==> src/rtl/noc_output_arbiter_pkg.sv <==
// Shared definitions for the B-tree NoC output arbiter: default flit geometry,
// FSM state encoding and a small index helper.
package noc_output_arbiter_pkg;

    localparam int DEF_DATA_WIDTH = 36;
    localparam int DEF_ADDR_WIDTH = 4;

    typedef enum logic {
        IDLE  = 1'b0,
        GRANT = 1'b1
    } arb_state_e;

    // Next index in a ring of n entries.
    function automatic int wrap_inc(input int idx, input int n);
        return (idx == n - 1) ? 0 : idx + 1;
    endfunction

endpackage

==> src/rtl/noc_output_arbiter_rr_pick.sv <==
// Rotating priority encoder: returns the first set request at or after ptr,
// wrapping modulo N.
module noc_output_arbiter_rr_pick #(
    parameter int N  = 3,
    parameter int IW = $clog2(N)
) (
    input  logic [N-1:0]  req,
    input  logic [IW-1:0] ptr,
    output logic          any,
    output logic [IW-1:0] idx
);

    int j;

    // Scan from the farthest offset down so the nearest hit is written last.
    always_comb begin
        any = 1'b0;
        idx = '0;
        j   = 0;
        for (int k = N - 1; k >= 0; k--) begin
            j = (int'(ptr) + k) % N;
            if (req[j]) begin
                any = 1'b1;
                idx = IW'(j);
            end
        end
    end

endmodule

==> src/rtl/noc_output_arbiter.sv <==
// Round-robin arbiter for one switch output: selects among input-buffer heads
// whose destination falls in [DestMin,DestMax], with grant hold and burst limit.
module noc_output_arbiter
    import noc_output_arbiter_pkg::*;
#(
    parameter int DataWidth = DEF_DATA_WIDTH,
    parameter int AddrWidth = DEF_ADDR_WIDTH,
    parameter int NumIn     = 3,
    parameter int DestMin   = 0,
    parameter int DestMax   = 0,
    parameter int MaxBurst  = 4
) (
    input  logic                       i_sclk,
    input  logic                       i_reset,
    input  logic [NumIn*DataWidth-1:0] i_req_data,
    input  logic [NumIn-1:0]           i_req_valid,
    output logic [NumIn-1:0]           o_req_ready,
    output logic [DataWidth-1:0]       o_data,
    output logic                       o_data_valid,
    input  logic                       i_data_ready,
    output logic [NumIn-1:0]           o_grant,
    output logic [15:0]                o_xfer_count
);

    localparam int IW = $clog2(NumIn);
    localparam int BW = $clog2(MaxBurst + 1);

    // Handshake: a beat moves when o_data_valid & i_data_ready; o_req_ready is
    // that same event steered to the granted source, so it is the source's pop.

    arb_state_e       state;
    logic [IW-1:0]    gnt_idx;
    logic [IW-1:0]    rr_ptr;
    logic [BW-1:0]    burst_cnt;
    logic [15:0]      xfer_cnt;

    logic [NumIn-1:0] match;
    logic [IW-1:0]    gnt_next;
    logic [IW-1:0]    pick_ptr;
    logic             pick_any;
    logic [IW-1:0]    pick_idx;
    logic             cur_match;
    logic             xfer;
    logic             release_gnt;

    for (genvar g = 0; g < NumIn; g++) begin : g_match
        logic [AddrWidth-1:0] addr;
        assign addr     = i_req_data[g*DataWidth + DataWidth - 1 -: AddrWidth];
        assign match[g] = i_req_valid[g] && (int'(addr) >= DestMin) && (int'(addr) <= DestMax);
    end

    assign gnt_next = IW'(wrap_inc(int'(gnt_idx), NumIn));
    // In GRANT the picker is only consulted on release, starting after the holder.
    assign pick_ptr = (state == GRANT) ? gnt_next : rr_ptr;

    noc_output_arbiter_rr_pick #(.N(NumIn), .IW(IW)) u_pick (
        .req (match),
        .ptr (pick_ptr),
        .any (pick_any),
        .idx (pick_idx)
    );

    assign cur_match    = match[gnt_idx];
    // Outputs are masked during reset so no source beat is popped and lost.
    assign o_data_valid = (state == GRANT) && !i_reset && cur_match;
    assign xfer         = o_data_valid && i_data_ready;
    assign release_gnt  = (xfer && (burst_cnt == BW'(MaxBurst - 1))) || !cur_match;
    assign o_data       = i_req_data[int'(gnt_idx)*DataWidth +: DataWidth];
    assign o_xfer_count = xfer_cnt;

    always_comb begin
        o_req_ready = '0;
        o_grant     = '0;
        if (xfer) o_req_ready[gnt_idx] = 1'b1;
        if (state == GRANT) o_grant[gnt_idx] = 1'b1;
    end

    always_ff @(posedge i_sclk) begin
        if (i_reset) begin
            state     <= IDLE;
            gnt_idx   <= '0;
            rr_ptr    <= '0;
            burst_cnt <= '0;
            xfer_cnt  <= '0;
        end else begin
            if (xfer) xfer_cnt <= xfer_cnt + 16'd1;
            case (state)
                IDLE: begin
                    if (pick_any) begin
                        gnt_idx   <= pick_idx;
                        burst_cnt <= '0;
                        state     <= GRANT;
                    end
                end
                GRANT: begin
                    if (xfer) burst_cnt <= burst_cnt + BW'(1);
                    if (release_gnt) begin
                        rr_ptr <= gnt_next;
                        if (pick_any) begin
                            gnt_idx   <= pick_idx;
                            burst_cnt <= '0;
                        end else begin
                            state <= IDLE;
                        end
                    end
                end
                default: state <= IDLE;
            endcase
        end
    end

endmodule

==> config.mk <==
export PLATFORM = sky130hd
export DESIGN_NAME = noc_output_arbiter
export DESIGN_NICKNAME = d
export VERILOG_FILES = /design/src/rtl/noc_output_arbiter_pkg.sv /design/src/rtl/noc_output_arbiter_rr_pick.sv /design/src/rtl/noc_output_arbiter.sv
export SDC_FILE = /design/constraint.sdc
export NUM_CORES = 1
export LEC_CHECK = 0
export CORE_AREA = 3 3 95 70
export CTS_BUF_LIST = sky130_fd_sc_hd__clkbuf_4 sky130_fd_sc_hd__clkbuf_8
export CTS_CLUSTER_SIZE = 14
export DETAILED_ROUTE_END_ITERATION = 6
export DIE_AREA = 0 0 98 73
export GPL_TIMING_DRIVEN = 0
export PLACE_DENSITY = 0.88
export SYNTH_ARGS = -nofsm -noshare
export SYNTH_HDL_FRONTEND = slang
export SYNTH_SLANG_ARGS = --single-unit
==> constraint.sdc <==
create_clock -name i_sclk -period 4.85 [get_ports i_sclk]
set_clock_uncertainty 0.05 [all_clocks]
set_input_delay 0.485 -clock i_sclk [delete_from_list [all_inputs] [get_ports i_sclk]]
set_output_delay 0.485 -clock i_sclk [all_outputs]
set_load 0.02 [all_outputs]
# Word level (Yosys, flattened, before mapping)
# Index checks and enable logic that the tools add are counted.
dict set report totals {
  register_bits 24
  input_bits 114
  out_inout_bits 59
  wordCells 74
}
dict set report classes {
  addsub 5
  mul 1
  div_mod_pow 3
  n_lt_le_gt_ge 8
  eq_ne 4
  shifts 1
  mux 34
  bitwise 1
  reduce_logical 12
}
# operator count
set op_table {}
lappend op_table {{$shiftx A108 B9 Y36} 1}
lappend op_table {{$lt A32 B4 Y1 const B} 3}
lappend op_table {{$mod A32 B3 Y32 const B} 2}
lappend op_table {{$mod A3 B3 Y32 const B} 1}
lappend op_table {{$mux W3} 6}
lappend op_table {{$add A16 B1 Y16 const B} 1}
lappend op_table {{$mux W2} 7}
lappend op_table {{$mux W1} 13}
lappend op_table {{$le A4 B1 Y1 const B} 3}
lappend op_table {{$bmux W1 S2} 4}
lappend op_table {{$logic_and A1 B1 Y1} 8}
lappend op_table {{$mul A2 B4 Y6 const B} 1}
lappend op_table {{$pmux W3 S2} 1}
lappend op_table {{$pmux W2 S2} 1}
lappend op_table {{$add A2 B1 Y3 const B} 1}
lappend op_table {{$add A2 B2 Y3 const B} 1}
lappend op_table {{$add A3 B1 Y3 const B} 1}
lappend op_table {{$eq A3 B2 Y1 const B} 1}
lappend op_table {{$lt A2 B3 Y1 const B} 1}
lappend op_table {{$add A2 B1 Y2 const B} 1}
lappend op_table {{$demux W1 S2} 1}
lappend op_table {{$eq A2 B2 Y1 const B} 1}
lappend op_table {{$ge A2 B1 Y1 const B} 1}
lappend op_table {{$logic_not A1 Y1} 2}
lappend op_table {{other kinds (6)} 6}

# Longest topological paths before layout
# Gate-level depths: netlist of run 1.
dict set report logic_depth {
  ltp_word 14
  depth_mapped 12
  ltp_nobuf 11
}

# Hierarchy
# Synthesis of run 1 repeated with hierarchy kept, for this count alone.
dict set report hier_totals {
  hier_cells 312
  area_unflattened_um2 2372.3
}
# mod n_inst cells_each area_per_inst_um2 seq_area_each_um2
set modules_own_cells {}
lappend modules_own_cells {noc_output_arbiter 1 285 2180.8 480.5}
lappend modules_own_cells {noc_output_arbiter_rr_pick 1 27 191.4 0.0}

# Worst setup path before layout of run 1
# OpenSTA, ideal clock, no wires.
dict set report synth_path {
  path_kind {register -> register}
  from {register gnt_idx[1]}
  to {register burst_cnt[0]}
  setup_ns 0.076
  arrival_time_ns 3.112
  t_required_ns 4.724
  path_slack_ns 1.612
  stages_incl_launch_ff 12
  n_path_buf 3
  period_less_slack_ns 3.238
  path_cell_list {dfxtp_1 > clkbuf_1 > buf_1 > nor3_1 > a21oi_1 > ha_1 > clkbuf_1 > a211oi_1 > a2111o_1 > a221oi_1 > o21ai_0 > o22ai_1}
}
dict set report synth_via {
  elab_chain_len 14
  elab_cells_between_ends 33
  cone_classes {3 x add/sub; 3 x div; 2 x eq/ne; 20 x mux; 5 x reduce/logical}
}
# item line
set synth_lines {}
lappend synth_lines {{start: declaration} noc_output_arbiter.sv:32} ;# logic [IW-1:0] gnt_idx;
lappend synth_lines {{start signal: assignment} noc_output_arbiter.sv:90} ;# gnt_idx <= pick_idx;
lappend synth_lines {{start signal: assignment} noc_output_arbiter.sv:100} ;# gnt_idx <= pick_idx;
lappend synth_lines {{$add A2 B1 Y2 or $eq A2 B2 Y1 (tied branches)} noc_output_arbiter_pkg.sv:15} ;# return (idx == n - 1) ? 0 : idx + 1;
lappend synth_lines {{$mux W2} noc_output_arbiter_pkg.sv:15}
lappend synth_lines {{$mux W2} noc_output_arbiter.sv:54} ;# assign pick_ptr = (state == GRANT) ? gnt_next : rr_ptr;
lappend synth_lines {{$add A2 B2 Y3} noc_output_arbiter_rr_pick.sv:21} ;# j = (int'(ptr) + k) % N;
lappend synth_lines {{$mod A32 B3 Y32} noc_output_arbiter_rr_pick.sv:21}
lappend synth_lines {{$bmux W1 S2} noc_output_arbiter_rr_pick.sv:22} ;# if (req[j]) begin
lappend synth_lines {{$mux W1 (implied by the code) (2 in a row)} noc_output_arbiter_rr_pick.sv:22}
lappend synth_lines {{$mux W1 (3 in a row)} noc_output_arbiter_rr_pick.sv:22}
lappend synth_lines {{$mux W3} noc_output_arbiter.sv:99} ;# if (pick_any) begin
lappend synth_lines {{$mux W3} noc_output_arbiter.sv:97} ;# if (release_gnt) begin
lappend synth_lines {{$pmux W3 S2} noc_output_arbiter.sv:87} ;# case (state)
lappend synth_lines {{end signal: assignment} noc_output_arbiter.sv:96} ;# if (xfer) burst_cnt <= burst_cnt + BW'(1);
lappend synth_lines {{end: declaration} noc_output_arbiter.sv:34} ;# logic [BW-1:0] burst_cnt;
# Parallel ways exist; a longest one is shown, timed or not. The select of a mux whose other input is x is not followed.
# A chain may end at the register's enable or synchronous reset.

# Worst setup path in the final report of run 1
dict set report layout_path {
  from {input port i_req_data[35]}
  to {output port o_req_ready[1]}
}
dict set report layout_via {
  elab_chain_len 7
}
# item line
set layout_lines {}
lappend layout_lines {{start: declaration} noc_output_arbiter.sv:15} ;# input logic [NumIn*DataWidth-1:0] i_req_data,
lappend layout_lines {{$le A4 B1 Y1} noc_output_arbiter.sv:49} ;# assign match[g] = i_req_valid[g] && (int'(addr) >= DestMin) && (int'(addr) <= DestMax);
lappend layout_lines {{$logic_and A1 B1 Y1} noc_output_arbiter.sv:49}
lappend layout_lines {{$bmux W1 S2} noc_output_arbiter.sv:63} ;# assign cur_match = match[gnt_idx];
lappend layout_lines {{$mux W1 (implied by the code)} noc_output_arbiter.sv:63}
lappend layout_lines {{$logic_and A1 B1 Y1} noc_output_arbiter.sv:65} ;# assign o_data_valid = (state == GRANT) && !i_reset && cur_match;
lappend layout_lines {{$logic_and A1 B1 Y1} noc_output_arbiter.sv:66} ;# assign xfer = o_data_valid && i_data_ready;
lappend layout_lines {{$mux W3} noc_output_arbiter.sv:74} ;# if (xfer) o_req_ready[gnt_idx] = 1'b1;
lappend layout_lines {{end: declaration} noc_output_arbiter.sv:17} ;# output logic [NumIn-1:0] o_req_ready,
# No other way between the ends. The select of a mux whose other input is x is not followed.

==> reports/results.ini, run 1 <==
[status]
outcome=finished clean

[power_and_ir_drop]
vdd_drop_max_mv=0.134
p_leak_nw=1.31
power_density_mw_per_mm2=140
post-layout-total-power_uw=564

[sta]
min_period_over_period_pct=80.5
slew_violations=0
period_minus_slack_ns=3.90
worst_slew_pin_slew_ns=0.919
relSlewSlack_pct=38.4
max_freq_mhz=256
setup_tns_ns=0
setup_violations=0
finalHoldViolCount=0
rsz0062_at_grt=false

[critical_path]
crit_arrival_ns=3.37
worst-setup-path-type=in -> out
end_kind=output pin
critPathLaunchType=primary input
critical_path_required_ns=4.32
rr_endpoint=burst_cnt[1]
crit_end=o_req_ready[1]
reg2reg_depth=11
rrSetupSlack_ns=1.28
cp-startpoint=i_req_data[35]
worstReg2RegStart=gnt_idx[1]
path_max_fanout=8

[yosys]
avgSynthCellArea_um2=7.20
yosysUniqueCellTypes=43
syn_area_mm2=0.00214
synth_seq_cells=24
ys.warnings.count=0
synth-simple-area-share_pct=26.7
synth_compound_area_share_pct=17.8
synth_fa_ha_area_share_pct=3.51
synthMuxAreaShare_pct=18.8
synth_top_family_by_area=simple AND/OR/NAND/NOR gates
synth-seq-area-share_pct=22.5
synth_nets=417
synthXorXnorAreaFrac_pct=5.73
syn_inst=297

[clock_network]
clockBufferDepth=2
postCtsHoldBufs=0
cts_root_buffer=clkbuf_8
clock_sinks=24
clk_latency_ns=0.27
postCtsResizedCells=0
cts_buffers=3
clk_pin_slew_worst_paths_ns=0.09
postCtsSetupBuffers=0
htree_levels=1
cts_tree=yes

[die]
initial_core_util_pct=37.3
dieArea_mm2=0.00715
io-pin-count=173
die_h_um=73
fp.coreArea_mm2=0.00573
die_w_um=98
rows=23

[grt]
overflow=0
antenna_found_initial=0
grt_max_degree=15
grt_pass1_vias=2828
grt_pass1_wl_mm=13.6
grt_usage_pct=22.8

[place]
place_congestion=0.864
hpwl_mm=7.08
place_area_mm2=0.00395
io_buffer_count=172

[routing]
ant_nets=0
drt_first_pass_iters=5
via_per_inst=5.29
postRouteWirelength_mm=8.55
wl_per_cell_um=15.6
vias=2900
drt_iter0_drc=229
drc=0

[finish]
layout-area-overhead-vs-synth_pct=88.2
drive_gt1_share_pct=2.33
final_common_cell=clkdlybuf4s50_1
antenna_cells=0
fin_nets=594
design_area_mm2=0.00403
final_util_pct=70.3
layout_common_cells=clkdlybuf4s50_1, nand2_1, mux2i_1

[min_path]
worstHoldStart=rr_ptr[0]
min_path_type=reg -> reg

[flow_run]
maxCapViolCount=0

==> where the power goes <==
part / switching, mW / internal (mW) / leakage, nW / total [mW]
Clock: 0.0678 / 0.110 / 0.0357 / 0.178
Combinational: 0.0662 / 0.122 / 1.08 / 0.188
Sequential: 0.000633 / 0.198 / 0.193 / 0.198
Total: 0.135 / 0.430 / 1.31 / 0.564
==> registers in the layout, summed over array words and instances, names as in the netlist <==
name          flops
state             1
burst_cnt         3
o_xfer_count     16
gnt_idx           2
rr_ptr            2
==> how the worst min path moves through the flow <==
stage | endpoint | cells past startpoint
2_1_floorplan | rr_ptr[0] | 2
3_3_place_gp | rr_ptr[0] | 2
3_5_place_dp | rr_ptr[0] | 2
4_1_cts | rr_ptr[0] | 2
5_1_grt | rr_ptr[0] | 2
6_report | rr_ptr[0] | 2
==> cells by family after synthesis <==
group | count (synthesis)
DFF | 24
muxes | 40
and+or+nand+nor | 121
xor gates and xnor gates | 14
AOI/OAI and AO/OA | 64
adders and majority gates | 6
buffers and inverters | 28
==> cell usage after synthesis (all sizes together) <==
cell type	number	area [um^2]
a2111o	1	11.3
a211oi	1	7.51
a21o	1	7.51
a21oi	8	40.0
a221o	1	10.0
a221oi	1	8.76
a311oi	1	8.76
a31o	1	17.5
a31oi	2	12.5
and2	3	18.8
and3	5	31.3
buf	4	16.3
clkbuf	15	56.3
dfxtp	24	480
ha	6	75.1
inv	9	33.8
mux2	1	11.3
mux2i	39	390
nand2	53	199
nand2b	3	18.8
nand3	9	45.0
nand3b	1	7.51
nand4	4	25.0
nor2	21	86.3
nor2b	3	18.8
nor3	10	50.1
nor4	2	12.5
o2111ai	1	8.76
o211ai	2	15.0
o21ai	38	190
o221ai	1	8.76
o22ai	3	18.8
o31ai	1	7.51
o41ai	1	8.76
or2	1	6.26
or3	4	30.0
or4	1	11.3
or4b	1	10.0
xnor2	10	87.6
xor2	4	35.0
==> worst max-delay path, stage by stage <==
cell	delay, ns
clkdlybuf4s50_1	0.42
or3_4	0.40
or4_4	0.52
a31oi_1	0.68
and2_1	0.24
clkdlybuf4s50_1	0.61
==> per-layer routing <==
layer,vias to the layer above,track usage (%),wire length [um]
li1,1399,-,-
met1,1324,27.8,3470
met2,159,41.3,4210
met3,18,5.25,720
met4,0,4.76,153
met5,-,0,0
==> through the flow <==
stage | hold slack (ns) | worst slack [ns] | cells
6_report | 0.427 | 0.946 | 548
5_1_grt | 0.441 | 0.921 | 548
4_1_cts | 0.422 | 1.03 | 548
3_5_place_dp | 0.410 | 1.04 | 544
3_3_place_gp | 0.392 | 1.08 | 544
2_1_floorplan | 0.387 | 1.61 | 297
==> final cells by class <==
class | instances | area, um^2
tap | 75 | 93.8
clock buffer | 3 | 41.3
sequential | 24 | 480
inverter | 9 | 33.8
fill | 461 | 1700
clock inverter | 1 | 30.0
timing repair buffer | 172 | 1720
buffer | 19 | 72.6
multi-input combinational | 245 | 1550
Note: power is estimated with default switching activity, not from simulation.
==> run 2, diff against run 1 <==
--- a/config.mk
+++ b/config.mk
@@ -5,13 +5,13 @@
 export SDC_FILE = /design/constraint.sdc
 export NUM_CORES = 1
 export LEC_CHECK = 0
-export CORE_AREA = 3 3 95 70
+export CORE_AREA = 3 3 104 76
 export CTS_BUF_LIST = sky130_fd_sc_hd__clkbuf_4 sky130_fd_sc_hd__clkbuf_8
 export CTS_CLUSTER_SIZE = 14
 export DETAILED_ROUTE_END_ITERATION = 6
-export DIE_AREA = 0 0 98 73
+export DIE_AREA = 0 0 107 79
 export GPL_TIMING_DRIVEN = 0
-export PLACE_DENSITY = 0.88
+export PLACE_DENSITY = 0.78
 export SYNTH_ARGS = -nofsm -noshare
 export SYNTH_HDL_FRONTEND = slang
 export SYNTH_SLANG_ARGS = --single-unit
==> constraint.sdc (replaced) <==
create_clock -name i_sclk -period 3.4 [get_ports i_sclk]
set_clock_uncertainty 0.05 [all_clocks]
set_input_delay 0.34 -clock i_sclk [delete_from_list [all_inputs] [get_ports i_sclk]]
set_output_delay 0.34 -clock i_sclk [all_outputs]
set_load 0.02 [all_outputs]
==> run 2 against run 1 <==
Net effect:
- cell area rose by 0.59%
- clock power rose by 7%
- final cell count rose by 3.1%
- flip-flop and latch count did not move
- global-route usage fell by 4.1 points
- via count fell by 4.6%
- critical path depth did not move
- sequential power rose by 43%
- hold slack got worse by 0.015 ns
- first-iteration DRC count fell by 29%
- power rose by 32%
- die area rose by 18%
- critical endpoint unchanged
==> reports/results.ini, run 2 (synthesis gave the netlist of run 1 again) <==
[die]
initial_core_util_pct=31.2  ; -6.1 points
die_w_um=107  ; +9.2%
fp.coreArea_mm2=0.00685  ; +20%
rows=25  ; +8.7%
dieArea_mm2=0.00845  ; +18%
die_h_um=79  ; +8.2%
io-pin-count=173  ; unchanged

[place]
place_congestion=0.818  ; -5.3%
dp.cells=563  ; +3.5%
hpwl_mm=6.87  ; -3.0%
io_buffer_count=172  ; unchanged

[sta]
relSlewSlack_pct=51.6  ; +13 points
period_minus_slack_ns=3.19
slew_violations=0  ; unchanged
worst_slew_pin_slew_ns=0.726  ; -0.193 ns
rsz0062_at_grt=false
setup_tns_ns=0  ; unchanged
setup_violations=0  ; unchanged
finalHoldViolCount=0  ; unchanged
min_period_over_period_pct=93.9
max_freq_mhz=313

[finish]
largest_reg_flops=16  ; unchanged
antenna_cells=0  ; unchanged
layout_common_cells=clkdlybuf4s50_1, nand2_1, mux2i_1
drive_gt1_share_pct=2.76  ; +0.43 points
nFillCells=614  ; +33%
multi_input_area_mm2=0.00157  ; +0.97%
final_common_cell=clkdlybuf4s50_1
layout-area-overhead-vs-synth_pct=89.4
instances_no_fill=565  ; +3.1%
regArea_um2=480  ; unchanged
fin_nets=592  ; -0.34%

[clock_network]
clock_sinks=24  ; unchanged
clk_latency_ns=0.27  ; about the same
clockBufferDepth=2  ; unchanged
cts_buffers=3  ; unchanged
cts_root_buffer=clkbuf_8
cts_tree=yes
htree_levels=1  ; unchanged
clk_pin_slew_worst_paths_ns=0.08  ; about the same
postCtsHoldBufs=0  ; unchanged

[routing]
drt_iter0_drc=163  ; -29%
vias=2767  ; -4.6%
wl_per_cell_um=14.5  ; -7.4%
postRouteWirelength_mm=8.17  ; -4.5%
ant_nets=0  ; unchanged
via_per_inst=4.90  ; -7.5%
drc=0  ; unchanged
drt_first_pass_iters=4  ; -1

[critical_path]
slowest_delay_ns=0.61  ; -0.07 ns
cp_slowest_cell=clkdlybuf4s50_1
crit_arrival_ns=2.80  ; -0.57 ns
path_max_fanout=8  ; unchanged
critPathLaunchType=primary input
critical_path_required_ns=3.01  ; -1.31 ns
critPathBufInv=2  ; unchanged
path_delay_family=simple AND/OR/NAND/NOR gates
worst-setup-path-type=in -> out
path_cells=clkdlybuf4s50_1 -> or3_4 -> or4_4 -> a31oi_4 -> and2_1 -> clkdlybuf4s50_1
end_kind=output pin
crit_top_cell=clkdlybuf4s50_1

[power_and_ir_drop]
switching_share_pct=24.8  ; +0.93 points
p_sw_uw=184  ; +37%
seq_power_share_pct=38.0  ; +2.9 points
p_leak_nw=1.34  ; +2.5%
power_density_mw_per_mm2=184  ; +31%
comb_power_share_pct=36.2  ; +2.9 points
clockPowerShare_pct=25.7  ; -5.9 points
p_int_uw=559  ; +30%
vdd_drop_max_mv=0.146  ; +8.8%

[status]
outcome=finished clean

[flow_run]
maxCapViolCount=0  ; unchanged

[grt]
antenna_found_initial=0  ; unchanged
grt_pass1_wl_mm=13.1  ; -3.3%
overflow=0  ; unchanged
grt_usage_pct=18.7  ; -4.1 points
grt_max_degree=14  ; -1
grt_pass1_vias=2733  ; -3.4%

[min_path]
min_path_type=reg -> reg

run 2: what timing repair did:
| action | in CTS | in global routing |
|---|---|---|
| hold endpoints to repair | 0 | 0 |
| setup endpoints to repair | 4 | 8 |
| setup buffers | 0 | 0 |
| resized for setup | 2 | 4 |
run 2: metrics by stage:
step                      utilization (%)  worst slack (ns)  power, mW  hold WS [ns]  area [um^2]
final                                59.1             0.207      0.743         0.413         4050
after detailed placement             58.1            -0.116      0.557         0.399         3980
after CTS                            59.0           0.00459      0.748         0.411         4040
after global routing                 59.1           0.00402      0.778         0.443         4050
after floorplan                         -             0.162      0.367         0.387         2140
after global placement               58.1           -0.0865      0.552         0.395         3980
run 2: path summary, 6_finish.rpt:
path | to | depth (start not counted) | slack [ns] | from
worst max-delay path | o_req_ready[1] | 6 | 0.21 | i_req_data[35]
worst min-delay path | rr_ptr[0] | 2 | 0.41 | rr_ptr[0]
worst max register to register | burst_cnt[1] | 10 | 0.28 | gnt_idx[0]
worst min register to register | rr_ptr[0] | 2 | 0.41 | rr_ptr[0]
run 2: final cells by class:
type | count | share of cell area (%)
buffer | 17 | 1.70
clock buffer | 4 | 1.36
inverter | 9 | 0.834
multi-input combinational | 245 | 38.7
sequential | 24 | 11.9
tap | 94 | 2.90
timing repair buffer | 172 | 42.6
run 2: worst reg2reg max path: stages (launching register included):
cell	delay, ns
dfxtp_1	0.47
clkbuf_1	0.37
nor3_1	0.14
a21oi_1	0.20
inv_1	0.09
ha_1	0.29
and3_1	0.23
a2111o_1	0.38
a221oi_1	0.36
o21ai_0	0.26
o22ai_1	0.21
run 2: per-layer routing:
layer | global-route usage [%] | part of all wire (%)
met1 | 23.3 | 41
met2 | 33.5 | 50
met3 | 3.98 | 8.1
met4 | 3.19 | 1.0
met5 | 0 | 0
run 2: power groups by stage:
| stage | logic [mW] | clock network (mW) | registers (mW) |
|---|---|---|---|
| after detailed placement | 0.268 | 0 | 0.289 |
| after CTS | 0.270 | 0.196 | 0.283 |
| after floorplan | 0.0783 | 0 | 0.289 |
| after global placement | 0.263 | 0 | 0.289 |
| after global routing | 0.286 | 0.210 | 0.283 |
| final | 0.269 | 0.191 | 0.283 |
==> run 3, diff against run 2 <==
--- a/config.mk
+++ b/config.mk
@@ -5,13 +5,14 @@
 export SDC_FILE = /design/constraint.sdc
 export NUM_CORES = 1
 export LEC_CHECK = 0
-export CORE_AREA = 3 3 104 76
+export CORE_AREA = 3 3 79 99
 export CTS_BUF_LIST = sky130_fd_sc_hd__clkbuf_4 sky130_fd_sc_hd__clkbuf_8
 export CTS_CLUSTER_SIZE = 14
 export DETAILED_ROUTE_END_ITERATION = 6
-export DIE_AREA = 0 0 107 79
+export DIE_AREA = 0 0 82 102
 export GPL_TIMING_DRIVEN = 0
 export PLACE_DENSITY = 0.78
+export SKIP_LAST_GASP = 1
 export SYNTH_ARGS = -nofsm -noshare
 export SYNTH_HDL_FRONTEND = slang
 export SYNTH_SLANG_ARGS = --single-unit
==> run 3 against run 2 <==
Net effect:
- maximum frequency down 3.5%
- cell area grew 0.40%
- sequential power barely moved
- die area decreased by 1.1%
- first-iteration DRC count is 18% lower
- setup slack got worse by 0.12 ns
- power rose by 7.3%
- final cell count decreased by 0.53%
- critical path type unchanged
==> reports/results.ini, run 3 (synthesis gave the netlist of run 1 again) <==
[finish]
drive_gt1_share_pct=3.60  ; +0.84 points
largest_reg_flops=16  ; unchanged
instances_no_fill=562  ; -0.53%
nFillCells=664  ; +8.1%
layout-area-overhead-vs-synth_pct=90.1
final_common_cell=clkdlybuf4s50_1
design_area_mm2=0.00407  ; +0.40%
layout_common_cells=clkdlybuf4s50_1, nand2_1, mux2i_1
antenna_cells=0  ; unchanged
multi_input_area_mm2=0.00157  ; +0.16%
fin_nets=593  ; +0.17%
regArea_um2=480  ; unchanged
final_util_pct=58.3  ; -0.84 points

[die]
die_h_um=102  ; +29%
die_w_um=82  ; -23%
io-pin-count=173  ; unchanged
dieArea_mm2=0.00836  ; -1.1%
rows=34  ; +36%
fp.coreArea_mm2=0.00698  ; +1.8%
initial_core_util_pct=30.6  ; -0.57 points

[power_and_ir_drop]
clockPowerShare_pct=30.8  ; +5.1 points
p_leak_nw=1.34  ; +0.19%
seq_power_share_pct=35.4  ; -2.6 points
p_int_uw=613  ; +9.7%
comb_power_share_pct=33.8  ; -2.4 points
power_density_mw_per_mm2=196  ; +6.8%
vdd_drop_max_mv=0.237  ; +62%
switching_share_pct=23.1  ; -1.7 points
p_sw_uw=184  ; about the same
post-layout-total-power_uw=797  ; +7.3%

[place]
place_area_mm2=0.00397  ; -0.13%
hpwl_mm=6.81  ; -0.88%
dp.cells=559  ; -0.71%
dpl_worst_slack_ns=-0.139  ; -0.0235 ns
io_buffer_count=172  ; unchanged
place_congestion=0.922  ; +13%

[sta]
min_period_over_period_pct=97.4  ; +3.5 points
setup_tns_ns=0  ; unchanged
finalHoldViolCount=0  ; unchanged
max_freq_mhz=302  ; -3.5%
rsz0062_at_grt=true
slew_violations=0  ; unchanged
setup_slack_ns=0.0893  ; -0.117 ns
period_minus_slack_ns=3.31  ; +0.117 ns
setup_violations=0  ; unchanged
relSlewSlack_pct=53.9  ; +2.3 points
holdWs_ns=0.412  ; -0.000336 ns
worst_slew_pin_slew_ns=0.692  ; -0.0339 ns

[clock_network]
htree_levels=1  ; unchanged
clock_sinks=24  ; unchanged
postCtsHoldBufs=0  ; unchanged
cts_buffers=3  ; unchanged
clk_latency_ns=0.26  ; about the same
cts_root_buffer=clkbuf_8
clk_pin_slew_worst_paths_ns=0.08  ; about the same
clockBufferDepth=2  ; unchanged
cts_tree=yes

[critical_path]
path_max_fanout=8  ; unchanged
critical_path_required_ns=3.01  ; about the same
worst-setup-path-type=in -> out
end_kind=output pin
reg2reg_depth=11  ; +1
crit_arrival_ns=2.92  ; +0.12 ns
critPathLaunchType=primary input

[routing]
vias=2796  ; +1.0%
ant_nets=0  ; unchanged
via_per_inst=4.98  ; +1.6%
drt_iter0_drc=134  ; -18%
wl_per_cell_um=14.3  ; -1.1%
drc=0  ; unchanged
drt_first_pass_iters=4  ; unchanged
postRouteWirelength_mm=8.04  ; -1.6%

[grt]
grt_pass1_wl_mm=12.7  ; -3.7%
antenna_found_initial=0  ; unchanged
grt_usage_pct=18.8  ; +0.19 points
grt_max_degree=15  ; +1
grt_pass1_vias=2855  ; +4.5%
overflow=0  ; unchanged

[min_path]
min_path_type=reg -> reg
worstHoldPathCells=2  ; unchanged

[status]
outcome=finished clean

[flow_run]
maxCapViolCount=0  ; unchanged

## run 3: worst paths after layout
check / to / slack [ns] / startpoint
setup / recovery: o_req_ready[1] / 0.09 / i_req_data[35]
setup reg to reg: burst_cnt[0] / 0.22 / gnt_idx[1]
hold reg to reg: rr_ptr[0] / 0.41 / rr_ptr[0]
hold / removal: rr_ptr[0] / 0.41 / rr_ptr[0]
## run 3: worst max-delay path: stages
cell and delay [ns]:
clkdlybuf4s50_1 0.43, or3_4 0.43, or4_4 0.54, a31oi_2 0.37, and2_1 0.20, clkdlybuf4s50_1 0.61
## run 3: area by class of cell
cell class	instances	share of cell area, %
clock inverters	1	0.739
clock buffers	3	1.02
multi-input cells	245	38.6
repair buffers	172	42.4
inverters	9	0.831
plain buffers	18	1.85
flip-flops and latches	24	11.8
well taps	90	2.77
## run 3: repair_timing
action,CTS,global route
resized for setup,3,8
setup buffers,0,0
pin swaps,0,0
setup endpoints to repair,7,9
gates cloned,0,0
## run 3: layer usage
metal  vias up  track usage (%)  wire length [um]  share of wire (%)
li1       1402                -                 -                  -
met1      1242             20.3              2950                 37
met2       132             35.1              4230                 53
met3        20             3.88               599                7.5
met4         0             7.54               252                3.1
met5         -                0                 0                  0
## run 3: power groups by stage
stage	sequential (mW)	combinational, mW	clock [mW]
after floorplan	0.289	0.0783	0
after global placement	0.289	0.264	0
after detailed placement	0.289	0.268	0
after CTS	0.283	0.270	0.253
after global routing	0.283	0.287	0.260
final	0.283	0.269	0.246
